**config.mk**
```make
export PLATFORM = sky130hd
export DESIGN_NAME = param_siso_shift_reg
export DESIGN_NICKNAME = d
export VERILOG_FILES = /design/src/rtl/param_siso_shift_reg.sv
export SDC_FILE = /design/constraint.sdc
export NUM_CORES = 1
export LEC_CHECK = 0
export BUFFER_PORTS_ARGS = -buffer_cell sky130_fd_sc_hd__buf_2
export CAP_MARGIN = 20
export CELL_PAD_IN_SITES_DETAIL_PLACEMENT = 2
export CELL_PAD_IN_SITES_GLOBAL_PLACEMENT = 2
export CORE_MARGIN = 2
export CORE_UTILIZATION = 33
export CTS_BUF_LIST = sky130_fd_sc_hd__clkbuf_2
export DETAILED_ROUTE_END_ITERATION = 8
export PLACE_DENSITY_LB_ADDON = 0.2
export SYNTH_ARGS = -nofsm -noshare
export SYNTH_HDL_FRONTEND = slang
export SYNTH_SLANG_ARGS = --single-unit
```
**constraint.sdc**
```tcl
create_clock -name clk -period 5.5 [get_ports clk]
set_input_delay 0.825 -clock clk [delete_from_list [all_inputs] [get_ports clk]]
set_output_delay 0.825 -clock clk [all_outputs]
set_load 0.005 [all_outputs]
```
**src/rtl/param_siso_shift_reg.sv**
```systemverilog
// DEPTH-stage x WIDTH-bit serial-in/serial-out shift register with per-stage valid bits, parallel load, flush and fill count.
// Optional SISO_BIDIR_EN adds a dir input for left shifting; dout lags din by DEPTH shift edges.
module param_siso_shift_reg #(
  parameter int WIDTH = 1,
  parameter int DEPTH = 8,
  parameter int CW    = $clog2(DEPTH + 1)
) (
  input  logic                   clk,
  input  logic                   rst,
  input  logic                   en,
`ifdef SISO_BIDIR_EN
  input  logic                   dir,
`endif
  input  logic [WIDTH-1:0]       din,
  input  logic                   din_valid,
  input  logic                   load,
  input  logic [WIDTH*DEPTH-1:0] pdin,
  input  logic                   flush,
  output logic [WIDTH-1:0]       dout,
  output logic                   dout_valid,
  output logic [WIDTH*DEPTH-1:0] pdout,
  output logic [CW-1:0]          fill,
  output logic                   full,
  output logic                   empty
);

  logic [DEPTH-1:0][WIDTH-1:0] stage_q;
  logic [DEPTH-1:0]            vld_q;
  logic [CW-1:0]               fill_q;
  logic                        shift_left;
  logic                        out_vld_old;
  logic [CW-1:0]               fill_nxt;

`ifdef SISO_BIDIR_EN
  // Output tap follows the direction of the most recent edge, so dout never depends on dir combinationally.
  logic left_q;

  assign shift_left = dir;

  always_ff @(posedge clk) begin
    if (rst) left_q <= 1'b0;
    else     left_q <= dir;
  end

  assign dout       = left_q ? stage_q[0] : stage_q[DEPTH-1];
  assign dout_valid = left_q ? vld_q[0]   : vld_q[DEPTH-1];
`else
  assign shift_left = 1'b0;
  assign dout       = stage_q[DEPTH-1];
  assign dout_valid = vld_q[DEPTH-1];
`endif

  // The stage leaving the register on this shift decides whether fill drops.
  always_comb begin
    out_vld_old = shift_left ? vld_q[0] : vld_q[DEPTH-1];
    fill_nxt    = fill_q;
    if (din_valid && !out_vld_old)      fill_nxt = fill_q + CW'(1);
    else if (!din_valid && out_vld_old) fill_nxt = fill_q - CW'(1);
  end

  always_ff @(posedge clk) begin
    if (rst) begin
      stage_q <= '0;
      vld_q   <= '0;
      fill_q  <= '0;
    end else if (flush) begin
      vld_q   <= '0;
      fill_q  <= '0;
    end else if (load) begin
      stage_q <= pdin;
      vld_q   <= '1;
      fill_q  <= CW'(DEPTH);
    end else if (en) begin
      if (shift_left) begin
        stage_q <= {din, stage_q[DEPTH-1:1]};
        vld_q   <= {din_valid, vld_q[DEPTH-1:1]};
      end else begin
        stage_q <= {stage_q[DEPTH-2:0], din};
        vld_q   <= {vld_q[DEPTH-2:0], din_valid};
      end
      fill_q <= fill_nxt;
    end
  end

  assign pdout = stage_q;
  assign fill  = fill_q;
  assign full  = (fill_q == CW'(DEPTH));
  assign empty = (fill_q == '0);

endmodule

```
==> impl_metrics.py <==
metrics = {
    "critical_path": {
        "r2r_setup_slack_ns": 3.48,
        "slowest_delay_ns": 0.35,
        "path_class": "input pin to flip-flop",
        "worst_setup_path_end_kind": "flip-flop",
        "cp.arrival_ns": 2.39,
        "worstPathCellList": "buf_2, ha_1, inv_1, ha_1, a21oi_2, a2111o_1, o21ai_0, a2111oi_1",
        "crit_top_cell": "ha_1",
        "r2r_start": "vld_q[7]",
        "crit_path_max_fanout": 6,
        "ff2ff_path_depth": 8,
        "timing.rr.end": "fill[3]",
        "cp_data_required_time_ns": 5.73,
        "cpMaxStageDelayCell": "a2111oi_1",
        "start_kind": "input pin",
    },
    "power_and_ir_drop": {
        "power_density_nw_per_um2": 234,
        "ir_worst_vdd_mv": 0.0839,
        "power_leakage_nw": 0.528,
    },
    "hold_path": {
        "hold_end": "vld_q[1]",
        "hold_path.class": "flip-flop to flip-flop",
        "hold-path-cell-count": 2,
        "min_from": "vld_q[0]",
    },
    "synthesis": {
        "synthArstFlopShare": 0,
        "netlist_area_sq_um": 1020,
        "syn_nets": 129,
        "synth_seq_cells": 20,
        "yosys.area.top_type_share": 0.394,
        "yosys_warnings": 0,
        "synth_cells": 109,
        "synth_area_leaders": "dfxtp_1, a211oi_1, mux2i_1",
        "synth_cell_type_count": 26,
        "yosysTopAreaCell": "dfxtp_1",
        "ys.flop_type": "dfxtp_1",
        "syn_area_per_cell_sq_um": 9.33,
        "synth_seq_area_share": 0.394,
        "synth_edf_count": 0,
        "yosys-top-cells-count": "dfxtp_1, nor2_1, a211oi_1",
    },
    "status": {
        "outcome": "complete, no violations",
    },
    "clock_network": {
        "clockBufferDepth": 2,
        "insertion_delay_ns": 0.33,
        "path_clk_slew_ns": 0.20,
        "clkSinkCount": 20,
        "tritoncts": "yes",
        "cts_setup_buffers": 0,
        "cts_htree_levels": 1,
        "postCtsResizedCells": 0,
        "cts_made_buffers": 3,
        "cts_root_buf": "clkbuf_2",
        "hold_buffers": 0,
    },
    "place": {
        "io_buffers": 30,
        "gp_congestion": 0.756,
        "dp_cells": 164,
        "postPlaceCellArea_sq_um": 1160,
        "dp_hpwl_microns": 1760,
    },
    "sta": {
        "relSlewSlack": 0.655,
        "fmax_ghz": 0.464,
        "finalSetupViolCount": 0,
        "finalCritPeriodShare": 0.392,
        "rsz0062_at_grt": "false",
        "fin_crit_ns": 2.15,
        "timing.hold.ws_ns": 0.522,
        "worst_pin_slew_ns": 0.517,
        "slew_viol_final": 0,
        "fin_skew_ns": 0.00419,
        "hold_viol": 0,
        "fin_tns_setup_ns": 0,
    },
    "flow_run": {
        "maxCapViolCount": 0,
    },
    "global_routing": {
        "grt_max_degree": 25,
        "overflow": 0,
        "track_usage": 0.159,
        "antenna_found_initial": 0,
        "grt_pass1_vias": 917,
        "grt_pass1_wl_microns": 4320,
    },
    "floorplan": {
        "fp.coreArea_sq_um": 3000,
        "rows": 20,
        "die_h_microns": 59.5,
        "dieArea_sq_um": 3540,
        "fp.dieW_microns": 59.5,
        "initial_utilization": 0.339,
        "pin_count": 31,
    },
    "drt": {
        "vias": 900,
        "drtIter0Drc": 36,
        "drcViolationCount": 0,
        "via_per_inst": 5.36,
        "final_antenna_net_count": 0,
        "post_drt_wl_per_cell_microns": 14.4,
        "first_pass_iters": 3,
        "totalWireLength_microns": 2410,
    },
    "layout": {
        "nNetsFinal": 156,
        "syn_to_final_growth_pct": 16.0,
        "drive_gt1_frac": 0.267,
        "antenna_cells": 0,
        "layout.cells.non_filler": 168,
        "final_area_sq_um": 1180,
    },
}
-- where the power goes --
part	total [W]	switching (W)	leakage, nW	internal (W)
clock	0.0000646	0.0000488	0.0140	0.0000158
combinational	0.0000509	0.0000273	0.349	0.0000236
sequential	0.000160	0.00000651	0.165	0.000154
-- worst max-delay path, delay by kind of cell --
family          cells  cell delay, ns
compound gates      4            0.75
fa+ha+maj           2            0.60
buf+inv             2            0.22
-- state kept, by name (all words and copies together), names as in the netlist --
register,cells
pdout,7
vld_q,8
fill,4
dout,1
-- cell families (layout without fill, tap and decap cells) --
logic type | count (synthesis) | after routing | share of synthesized area
buffers and inverters | 11 | 37 | 0.0578
multiplexers | 10 | 10 | 0.0984
flip-flops | 20 | 20 | 0.394
adder cells (fa/ha/maj) | 5 | 5 | 0.0689
XOR/XNOR | 2 | 2 | 0.0172
AND/OR/NAND/NOR | 39 | 39 | 0.197
AO/OA/AOI/OAI | 22 | 22 | 0.167
-- layout make-up --
type | count | area, sq um
Clock buffer | 3 | 15.0
Clock inverter | 1 | 3.75
Fill cell | 351 | 1820
Inverter | 3 | 11.3
Multi-Input combinational cell | 78 | 558
Sequential cell | 20 | 400
Tap cell | 33 | 41.3
Timing Repair Buffer | 30 | 150
-- routing by layer --
layer	routed length, microns	track usage	vias to the layer above	share of wire
met5	0	0	-	0
met4	39	0.0571	0	0.016
met3	104	0.0328	4	0.043
met2	1150	0.267	22	0.48
met1	1120	0.199	436	0.46
li1	-	-	438	-
-- through the flow --
| step | util | setup WS, ns | power, W |
|---|---|---|---|
| finish | 0.393 | 3.35 | 0.000276 |
| global route | 0.393 | 3.11 | 0.000295 |
| CTS | 0.393 | 3.33 | 0.000282 |
| detailed placement | 0.387 | 2.97 | 0.000215 |
| global placement | 0.387 | 3.08 | 0.000212 |
| floorplan | - | 3.28 | 0.000197 |
-- placed cells by master (no fill, tap or decap) --
master / synthesis / layout
buf_2: 5 / 30
nor2_1: 20 / 20
dfxtp_1: 20 / 20
a211oi_1: 16 / 16
mux2i_1: 10 / 10
nor2b_1: 7 / 7
ha_1: 4 / 4
inv_1: 3 / 3
clkbuf_2: 0 / 3
nand2_1: 2 / 2
a2111oi_1: 2 / 2
xnor2_1: 2 / 2
nor3_1: 2 / 2
nor4b_1: 1 / 1
nor4_1: 1 / 1
or2_2: 1 / 1
o21ai_1: 1 / 1
nand3_1: 1 / 1
a21oi_2: 1 / 1
a2111o_1: 1 / 1
o21ai_0: 1 / 1
or4b_1: 1 / 1
nand4b_1: 1 / 1
and2b_1: 1 / 1
nor2_4: 1 / 1
fa_1: 1 / 1
clkinv_1: 0 / 1
-- worst max-delay path by stage --
stage	startpoint	end	slack (ns)	cells past startpoint
2_1_floorplan	din_valid	fill[3]	3.28	7
3_3_place_gp	din_valid	fill[3]	3.08	8
3_5_place_dp	din_valid	fill[3]	2.97	8
4_1_cts	din_valid	fill[3]	3.33	8
5_1_grt	din_valid	fill[3]	3.11	8
6_report	din_valid	fill[3]	3.35	8
No activity file was read; power rests on OpenSTA's default activity.
